**src/rtl/rv32i_gpio_mmio.sv**
```systemverilog
// rv32i_gpio_mmio: memory-mapped GPIO for the memTop I/O port.
// Debounced keys with sticky press events, switches, LEDs and a key IRQ.
module rv32i_gpio_mmio #(
  parameter int ADDR_WIDTH      = 15,
  parameter int NUM_KEYS        = 4,
  parameter int NUM_LEDS        = 10,
  parameter int NUM_SW          = 10,
  parameter int DEBOUNCE_CYCLES = 50000
) (
  input  logic                  clk,
  input  logic                  reset,
  input  logic [NUM_KEYS-1:0]   key_n,
  input  logic [NUM_SW-1:0]     sw,
  input  logic                  io_we,
  input  logic [ADDR_WIDTH-1:0] io_addr,
  input  logic [31:0]           io_wdata,
  output logic [NUM_LEDS-1:0]   led,
  output logic [31:0]           io_rdata,
  output logic                  irq
);

  localparam int CW = $clog2(DEBOUNCE_CYCLES);
  localparam logic [CW-1:0] CNT_MAX = CW'(DEBOUNCE_CYCLES - 1);

  logic [NUM_KEYS-1:0] key_s1;
  logic [NUM_KEYS-1:0] key_s2;
  logic [NUM_KEYS-1:0] key_sync;
  logic [NUM_KEYS-1:0] key_stable;
  logic [NUM_KEYS-1:0] key_rise;
  logic [NUM_KEYS-1:0] key_evt;
  logic [NUM_KEYS-1:0] evt_clr;
  logic [NUM_KEYS-1:0] irq_en;
  logic [CW-1:0]       cnt [NUM_KEYS];
  logic [NUM_SW-1:0]   sw_s1;
  logic [NUM_SW-1:0]   sw_s2;
  logic [2:0]          reg_sel;
  logic                sel_state;
  logic                sel_evt;
  logic                sel_led;
  logic                sel_sw;
  logic                sel_ien;
  logic [31:0]         rd_mux;
  logic                unused_bits;

  assign key_sync = ~key_s2;
  assign reg_sel  = io_addr[2:0];
  assign sel_state = (reg_sel == 3'd0);
  assign sel_evt   = (reg_sel == 3'd1);
  assign sel_led   = (reg_sel == 3'd2);
  assign sel_sw    = (reg_sel == 3'd3);
  assign sel_ien   = (reg_sel == 3'd4);
  assign evt_clr = (io_we && sel_evt) ?
                   io_wdata[NUM_KEYS-1:0] : '0;
  assign unused_bits = ^{io_addr, io_wdata};

  // Two-flop synchronisers; keys idle released (high).
  always_ff @(posedge clk) begin
    if (reset) begin
      key_s1 <= '1;
      key_s2 <= '1;
      sw_s1  <= '0;
      sw_s2  <= '0;
    end else begin
      key_s1 <= key_n;
      key_s2 <= key_s1;
      sw_s1  <= sw;
      sw_s2  <= sw_s1;
    end
  end

  // A key is about to be accepted as pressed this cycle.
  always_comb begin
    key_rise = '0;
    for (int i = 0; i < NUM_KEYS; i++)
      key_rise[i] = key_sync[i] & ~key_stable[i] &
                    (cnt[i] == CNT_MAX);
  end

  // Per-key debounce: accept a new level after it has held long enough.
  always_ff @(posedge clk) begin
    if (reset) begin
      key_stable <= '0;
      for (int i = 0; i < NUM_KEYS; i++)
        cnt[i] <= '0;
    end else begin
      for (int i = 0; i < NUM_KEYS; i++) begin
        if (key_sync[i] == key_stable[i]) begin
          cnt[i] <= '0;
        end else if (cnt[i] == CNT_MAX) begin
          key_stable[i] <= key_sync[i];
          cnt[i]        <= '0;
        end else begin
          cnt[i] <= cnt[i] + CW'(1);
        end
      end
    end
  end

  // Read mux, zero-extended.
  always_comb begin
    rd_mux = '0;
    unique case (1'b1)
      sel_state: rd_mux[NUM_KEYS-1:0] = key_stable;
      sel_evt:   rd_mux[NUM_KEYS-1:0] = key_evt;
      sel_led:   rd_mux[NUM_LEDS-1:0] = led;
      sel_sw:    rd_mux[NUM_SW-1:0]   = sw_s2;
      sel_ien:   rd_mux[NUM_KEYS-1:0] = irq_en;
      default:   rd_mux = '0;
    endcase
  end

  // Register file, sticky events (set beats clear), irq and read data.
  always_ff @(posedge clk) begin
    if (reset) begin
      key_evt  <= '0;
      irq_en   <= '0;
      led      <= '0;
      io_rdata <= '0;
      irq      <= 1'b0;
    end else begin
      key_evt <= (key_evt & ~evt_clr) | key_rise;
      irq     <= |(key_evt & irq_en);
      if (io_we && sel_led)
        led <= io_wdata[NUM_LEDS-1:0];
      if (io_we && sel_ien)
        irq_en <= io_wdata[NUM_KEYS-1:0];
      if (!io_we)
        io_rdata <= rd_mux;
    end
  end

endmodule

```
**config.mk**
```make
export PLATFORM = sky130hd
export DESIGN_NAME = rv32i_gpio_mmio
export DESIGN_NICKNAME = d
export VERILOG_FILES = /design/src/rtl/rv32i_gpio_mmio.sv
export SDC_FILE = /design/constraint.sdc
export NUM_CORES = 1
export LEC_CHECK = 0
export CAP_MARGIN = 20
export CORE_MARGIN = 8
export CORE_UTILIZATION = 50
export CTS_CLUSTER_SIZE = 14
export DETAILED_ROUTE_END_ITERATION = 10
export PLACE_DENSITY = 0.76
export SLEW_MARGIN = 25
export SYNTH_ARGS = -nofsm -noshare
export SYNTH_HDL_FRONTEND = slang
export SYNTH_SLANG_ARGS = --single-unit
```
**constraint.sdc**
```tcl
create_clock -name clk -period 4 [get_ports clk]
set_input_delay 0.6 -clock clk [delete_from_list [all_inputs] [get_ports clk]]
set_output_delay 0.6 -clock clk [all_outputs]
set_load 0.02 [all_outputs]
```
## Word-level counts from Yosys, hierarchy flattened

Memory sizes are Yosys's and may differ from the RTL's.
Index checks and enable logic that the tools add are counted.
W data, S select, Z words.

| word-level totals | value |
|---|---|
| latch bits | 0 |
| ROM bits | 0 |
| output and inout bits | 43 |
| word-level logic and storage cells | 133 |
| memory bits (writable) | 64 |
| input port bits | 64 |
| memories kept | 1 |
| bits in registers | 61 |

Memory list:

| memory | depth | width | read ports | clocked after memory_dff | write ports | line | source |
|---|---|---|---|---|---|---|---|
| cnt | 4 | 16 | 4 | 0 | 4 | 33 | `logic [CW-1:0] cnt [NUM_KEYS];` |

| operators by class | value |
|---|---|
| order comparisons | 0 |
| multiply operators | 0 |
| shift-type cells | 0 |
| add/subtract/negate cells | 4 |
| bitwise logic cells | 33 |
| reduce and logical (&&, ||, !) cells | 9 |
| divide/modulo/power cells | 0 |
| multiplexer cells | 61 |
| eq/ne operators | 12 |

Operators with widths:

| operator | number |
|---|---|
| $mux W16 | 12 |
| $add A16 B1 Y16 const B | 4 |
| $eq A16 B16 Y1 const B | 4 |
| $mux W1 | 46 |
| $pmux W4 S5 | 1 |
| $or A1 B1 Y1 | 12 |
| $pmux W6 S2 | 1 |
| $and A1 B1 Y1 | 8 |
| $and A4 B4 Y4 | 2 |
| $not A1 Y1 | 8 |
| $not A4 Y4 | 2 |
| $reduce_and A2 Y1 | 4 |
| $eq A3 B2 Y1 const B | 2 |
| $eq A1 B1 Y1 | 4 |
| $mux W4 | 1 |
| $or A4 B4 Y4 | 1 |
| $reduce_or A4 Y1 | 1 |
| $eq A3 B1 Y1 const B | 1 |
| $eq A3 B3 Y1 const B | 1 |
| $logic_and A1 B1 Y1 | 3 |
| $logic_not A3 Y1 | 1 |

## Longest topological paths before layout

Gate-level depths: netlist of run 1.

| logic depth | value |
|---|---|
| depth after elaboration | 8 |
| depth in mapped cells | 7 |
| gate-level depth less buffers | 5 |

## Least setup slack after synthesis of run 1

Ideal clock, no wire load.

| timing | value |
|---|---|
| path type | reg2reg |
| start | mem cnt[1][11] in the netlist's numbering |
| end | mem cnt[1][2] in the netlist's numbering, data pin |
| stages on the path, launching flop included | 7 |
| buffers on the path | 2 |
| setup time | 254 ps |
| arrival | 1716 ps |
| required time | 3746 ps |
| slack | 2030 ps |
| period minus slack after synthesis | 1970 ps |
| cells stage by stage | edfxtp_1 > or4_4 > nor4_4 > or3_1 > buf_6 > buf_8 > nor2_1 |

RTL lines:

| what | line |
|---|---|
| start, declared | 33 |

## Final worst setup path of run 1

| timing | value |
|---|---|
| start | in io_addr[0] |
| end | reg key_evt[1] |

| between the ends | value |
|---|---|
| word-level cells in the longest chain between the ends | 6 |

RTL lines:

| what | line | source |
|---|---|---|
| start, declared | 15 | `input logic [ADDR_WIDTH-1:0] io_addr,` |
| $eq A3 B1 Y1 | 48 | `assign sel_evt = (reg_sel == 3'd1);` |
| $logic_and A1 B1 Y1 | 52 | `assign evt_clr = (io_we && sel_evt) ?` |
| $mux W4 | 52 |  |
| $not A4 Y4 | 121 | `key_evt <= (key_evt & ~evt_clr) \| key_rise;` |
| $and A4 B4 Y4 | 121 |  |
| $or A4 B4 Y4 | 121 |  |
| end signal, assigned | 121 |  |
| end, declared | 30 | `logic [NUM_KEYS-1:0] key_evt;` |

No other way between the ends.
A chain may end at the register's enable or synchronous reset.

==> summary.md, run 1 <==
| Metric | Value |
|---|---|
| Floorplan row count | 40 |
| Maximum level of the CTS H-tree | 4 |
| Top achievable clock speed | 0.393 GHz |
| Met2 capacity usage during global routing | 0.267 |
| Average instance area after synthesis | 10.2 µm² |
| HPWL after detailed placement | 8590 µm |
| Starting DRC count in detailed routing | 320 |
| Outcome | finished, final reports clean |
| Maximum number of pins on one net before global-route repair | 49 |
| Proportion of synthesized flip-flops having asynchronous set or reset | 0 |
| Final Critical Period | 2.54 ns |
| Placer Congestion | 0.832 |
| Number of nets with antenna violations after detailed routing | 0 |
| Initial antenna violation count | 0 |
| First drt pass iteration count | 5 |
| Area overhead of the layout relative to synthesis | 21.8% |
| Top flip-flop cell by instance count after synthesis | edfxtp_1 |
| Sink Count | 125 |
| Count of inserted antenna diode cells | 0 |
| Number of library cell types mapped by synthesis | 43 |
| Clock Latency Late Sink | 0.42 ns |
| Worst Hold Margin | 0.409 ns |
| Worst hold stages | 1 |
| Worst max-slew margin expressed relative to the limit | 0.339 |
| Critical path peak fanout | 12 |
| Worst Path Class, Setup | in -> reg |
| Wire length per cell after detailed routing | 14.0 µm |
| Number of global-route vias before repair | 4287 |
| Cells after synthesis | 591 |
| Worst reg2reg path endpoint | cnt[1][2] |
| Total number of vias | 4301 |
| X dimension of the die | 126 µm |
| Max-slew violation count | 0 |
| Number of setup buffers added after CTS | 0 |
| Drt total wl | 12100 µm |
| Clock-pin slew on the worst setup and hold paths | 0.06 ns |
| Max VDD drop | 0.312 mV |
| Path depth of the worst reg2reg path | 4 |
| Core area | 0.0119 mm² |
| First-pass GRT wire length | 19900 µm |
| Post-CTS Resized | 0 |
| Fraction of the cycle the final worst path needs | 0.636 |
| FF-to-FF setup slack | 1.67 ns |
| Commonest cells post-synth | nor2_1, edfxtp_1, dfxtp_1, xnor2_1, nand2_1 |
| Total gr overflow | 0 |
| Overall routing resource usage | 0.156 |
| Proportion of netlist area held by the largest area contributor | 0.317 |
| Sequential cell area fraction in the yosys report | 0.519 |
| CTS Buf Count | 17 |
| CTS Root Cell | clkbuf_16 |
| Post-detailed-route DRC marker count | 0 |
| Leading cell types by total area after synthesis | edfxtp_1, dfxtp_1, xnor2_1, nor2_1, buf_4 |
| Transition time at the pin with the least slew margin | 0.977 ns |
| CTS tree | built |
| Number of hold violations in the final report | 0 |
| Layout cell share with drive strength beyond 1 | 0.0825 |
| Area of the multi-input gates | 0.00281 mm² |
| Final Skew | 0.0188 ns |
| Crit end category | flop |
| Type of the most critical hold path | reg -> reg |
| Capture endpoint of the worst hold path | key_s2[3] |
| Post-layout nets | 774 |
| Synth area leader | edfxtp_1 |
| Count of buffers from port buffering | 50 |
| Setup tns final | 0 ns |
| Total leakage power | 2.67 nW |
| Synthesized area | 0.00605 mm² |
| Most utilized layer in the global route result | met2 |
| Grt met3 use | 0.0502 |
| Initial standard-cell utilization of the core | 0.508 |
| Worst setup SP type | input port |
| Startpoint of the lowest-slack register-to-register path | cnt[1][11] |
| Die Span Y | 126 µm |
| Total power density per cell area | 429 mW/mm² |
| Yosys reg bits | 125 |
| Routing usage on met1 | 0.173 |
| Die Outline Area | 0.0159 mm² |
| Fillers | 985 |
| Max Root-Sink Buffers | 2 |
| Required time of the worst setup path | 4.28 ns |
| Number of flops mapped to enable cells by yosys | 64 |
| Number of buffers added to fix hold violations after cts | 0 |
| Setup violation total in the final timing report | 0 |
| Unrepaired setup endpoints after global routing | false |
| Vias per std cell | 4.99 |
| Area taken by flip-flops and latches | 0.00314 mm² |
| Hold path startpoint | key_s1[3] |
| Critical path arrival | 2.82 ns |
| Most repeated cell in the gate-level netlist after synthesis | nor2_1 |
| Reported max-cap violation count | 0 |
| Ports | 107 |
| Number of warnings reported in the yosys synthesis log | 0 |
critical path, stage by stage:
cell and delay [ns]:
clkdlybuf4s50_1 0.83, buf_4 0.29, nor4bb_1 0.72, nand2_1 0.13, a22oi_1 0.18, nor2_1 0.06
power by group:
part	total, mW	internal [mW]	switching [mW]
clock network	1.56	1.02	0.536
registers	1.43	1.39	0.0410
logic	0.176	0.0762	0.100
total	3.17	2.49	0.677
stage by stage:
| step | instance area, µm² | util | total power [mW] | setup WS (ns) | instances |
|---|---|---|---|---|---|
| global route | 7370 | 0.619 | 3.28 | 1.34 | 862 |
| finish | 7370 | 0.619 | 3.17 | 1.46 | 862 |
| CTS | 7370 | 0.619 | 3.21 | 1.49 | 862 |
| floorplan | 6370 | - | 1.59 | 2.03 | 675 |
| detailed placement | 6750 | 0.567 | 1.63 | 1.08 | 830 |
| global placement | 6750 | 0.567 | 1.62 | 1.15 | 830 |
worst max path at each step:
stage	from	to	slack, ns	cells after the start
after floorplan	cnt[1][11]	cnt[1][2]	2.03	6
after global placement	io_addr[0]	key_evt[0]	1.15	6
after detailed placement	io_addr[0]	key_evt[1]	1.08	6
after CTS	io_addr[0]	key_evt[1]	1.49	6
after global routing	io_addr[0]	key_evt[1]	1.34	6
final	io_addr[0]	key_evt[1]	1.46	6
cell type report:
cell class,instances,share of cell area
flip-flops and latches,125,0.426
multi-input cells,477,0.381
clock buffers,25,0.0747
repair buffers,52,0.0692
well taps,147,0.0249
inverters,29,0.0148
clock inverters,7,0.00933
registers in the layout, summed over array words and instances (netlist names):
signal / count
key_evt: 4
key_stable: 4
irq_en: 4
io_rdata: 10
sw_s2: 10
cnt: 64
sw_s1: 10
key_s1: 4
irq: 1
led: 10
key_s2: 4
cells by family (layout without fill, tap and decap cells):
group	after synthesis	count (layout)	synth area share
adder cells (fa/ha/maj)	8	8	0.0165
multiplexers	14	14	0.0244
buffers and inverters	73	113	0.0692
AO/OA/AOI/OAI	50	50	0.0510
other	2	86	0.00124
flip-flops	125	125	0.519
XOR/XNOR	55	55	0.0796
AND/OR/NAND/NOR	264	264	0.239
routing by layer:
layer	share of wire	routed length, µm
met1	0.43	5210
met2	0.52	6270
met3	0.035	421
met4	0.015	187
met5	0	0
cell usage in the layout, fill, tap and decap left out, types with 2 or more instances in the layout:
cell	netlist	routed
or3_1	5	5
mux2i_1	8	8
edfxtp_1	64	64
buf_4	24	2
or2_2	9	9
nor3_1	12	12
dfxtp_1	61	61
nor4_1	18	18
clkdlybuf4s50_1	0	49
clkinv_2	0	3
nand4b_1	4	4
o21ai_0	5	5
nor4_4	4	4
a21oi_1	25	25
or4bb_1	4	4
clkbuf_1	11	3
nor2b_1	20	20
nand3_1	21	21
nand4_1	16	16
clkbuf_16	0	21
nor2_1	89	89
or4b_4	2	2
or4_4	3	3
a311oi_1	4	4
nand3b_1	8	8
xor2_1	8	8
xnor2_1	47	47
mux2_2	6	6
a22oi_1	12	12
o32ai_1	3	3
conb_1	2	86
nand2_1	41	41
nor4bb_1	2	2
ha_1	8	8
inv_1	29	29
Note: power is estimated with default switching activity, not from simulation.
==> inputs of run 2 (changes only) <==
clock period = 2.4 ns   (was 4 ns; I/O delays follow)
==> run 2 against run 1 <==
  * Final area is 0.53% higher
  * Clock power is 56% higher
  * Die area stayed put
  * Utilization is 0.33 points higher
  * Total power is 62% higher
  * Hold slack worse by 0.069 ns
  * Critical path type is now reg -> reg
  * Highest routed layer unchanged
==> summary.md, run 2 (synthesized netlist as in run 1, its figures left out) <==
| Metric | Value |
|---|---|
| Total leakage power | 2.70 nW |
| Clock-pin slew on the worst setup and hold paths | 0.06 ns |
| Total number of vias | 4371 |
| Setup tns final | 0 ns |
| Area overhead of the layout relative to synthesis | 22.4% |
| X dimension of the die | 126 µm |
| Number of nets with antenna violations after detailed routing | 0 |
| Number of hold violations in the final report | 0 |
| Max-slew violation count | 0 |
| Outcome | finished, final reports clean |
| Critical path arrival | 2.30 ns |
| Fillers | 998 |
| Wire length per cell after detailed routing | 13.4 µm |
| Die Outline Area | 0.0159 mm² |
| Most frequent cells in the layout | nor2_1, conb_1, edfxtp_1, dfxtp_1, clkdlybuf4s50_1 |
| First drt pass iteration count | 5 |
| Initial antenna violation count | 0 |
| Crit end category | flop |
| HPWL after detailed placement | 8470 µm |
| Required time of the worst setup path | 2.56 ns |
| Sink Count | 125 |
| Number of global-route vias before repair | 4322 |
| Post-CTS Resized | 0 |
| Final Skew | 0.00761 ns |
| Unrepaired setup endpoints after global routing | false |
| Number of buffers added to fix hold violations after cts | 0 |
| Count of inserted antenna diode cells | 0 |
| Die Span Y | 126 µm |
| Final Critical Period | 2.14 ns |
| Max VDD drop | 0.485 mV |
| Critical path peak fanout | 16 |
| Maximum number of pins on one net before global-route repair | 45 |
| CTS Root Cell | clkbuf_16 |
| Count of buffers from port buffering | 50 |
| Setup violation total in the final timing report | 0 |
| Number of setup buffers added after CTS | 0 |
| First-pass GRT wire length | 20000 µm |
| Total gr overflow | 0 |
| Register bank with the most flops | cnt |
| Initial standard-cell utilization of the core | 0.508 |
| Total power density per cell area | 692 mW/mm² |
| Type of the most critical hold path | in -> reg |
| Worst setup SP type | flop |
| Drt total wl | 11700 µm |
| Floorplan row count | 40 |
| Post-detailed-route DRC marker count | 0 |
| Top achievable clock speed | 0.467 GHz |
| CTS Buf Count | 17 |
| Most common cell after layout, fill and taps aside | nor2_1 |
| Placer Congestion | 0.873 |
| Reported max-cap violation count | 0 |
| CTS tree | built |
| FF-to-FF setup slack | 0.26 ns |
| Area of the multi-input gates | 0.00281 mm² |
| Area taken by flip-flops and latches | 0.00314 mm² |
| Worst Path Class, Setup | reg -> reg |
| Post-layout nets | 785 |
| Overall routing resource usage | 0.154 |
| Clock Latency Late Sink | 0.41 ns |
| Fraction of the cycle the final worst path needs | 0.892 |
| Layout cell share with drive strength beyond 1 | 0.101 |
| Core area | 0.0119 mm² |
| Maximum level of the CTS H-tree | 4 |
| Max Root-Sink Buffers | 2 |
| Vias per std cell | 5.01 |
| Number of flip-flops in the largest register | 64 |
| Ports | 107 |
| Power after layout | 5.13 mW |
| Starting DRC count in detailed routing | 299 |
[run 2: cell count changes in the layout (fill, tap and decap cells not counted), sizes merged]
cell,before,now
clkbuf,25,19
bufinv,1,0
clkinv,4,5
inv,31,36
clkinvlp,0,1
buf,3,14
[run 2: metrics by stage]
stage | setup WS, ns | cell area, µm² | instances | util | hold slack (ns)
final | 0.260 | 7410 | 873 | 0.622 | 0.340
after global routing | 0.172 | 7410 | 873 | 0.622 | 0.341
after CTS | 0.272 | 7410 | 873 | 0.622 | 0.321
after detailed placement | 0.279 | 6840 | 841 | 0.574 | 0.395
after global placement | 0.350 | 6840 | 841 | 0.574 | 0.395
after floorplan | 0.430 | 6370 | 675 | - | 0.389
[run 2: area by class of cell]
class	count	share of cell area
multi-input cells	477	0.379
repair buffers	63	0.0800
clock inverters	13	0.0135
inverters	29	0.0147
flip-flops and latches	125	0.424
well taps	147	0.0248
clock buffers	19	0.0641
[run 2: per-layer routing]
layer / part of all wire / track usage / wire (µm) / up-vias
met2: 0.50 / 0.257 / 5790 / 83
met4: 0.021 / 0.0764 / 242 / 0
met3: 0.042 / 0.0426 / 495 / 23
met5: 0 / 0 / 0 / -
li1: - / - / - / 2203
met1: 0.44 / 0.178 / 5140 / 2062
[run 2: path summary, 6_finish.rpt]
path	from	to	cells after the start
setup / recovery	cnt[1][11]	cnt[1][6]	5
hold / removal	reset	irq_en[1]	2
setup reg to reg	cnt[1][11]	cnt[1][6]	5
hold reg to reg	key_s1[1]	key_s2[1]	1
[run 2: report_power, final]
group | total, mW | switching [mW] | internal (mW)
clock | 2.44 | 0.982 | 1.46
sequential | 2.39 | 0.0675 | 2.32
combinational | 0.302 | 0.167 | 0.135
total | 5.13 | 1.22 | 3.92
[run 2: worst max-delay path, stage by stage, from the launching register on]
cell      delay [ns]
edfxtp_1        0.47
or4_4           0.59
nor4_4          0.39
or3_1           0.16
buf_4           0.20
nor2_1          0.07
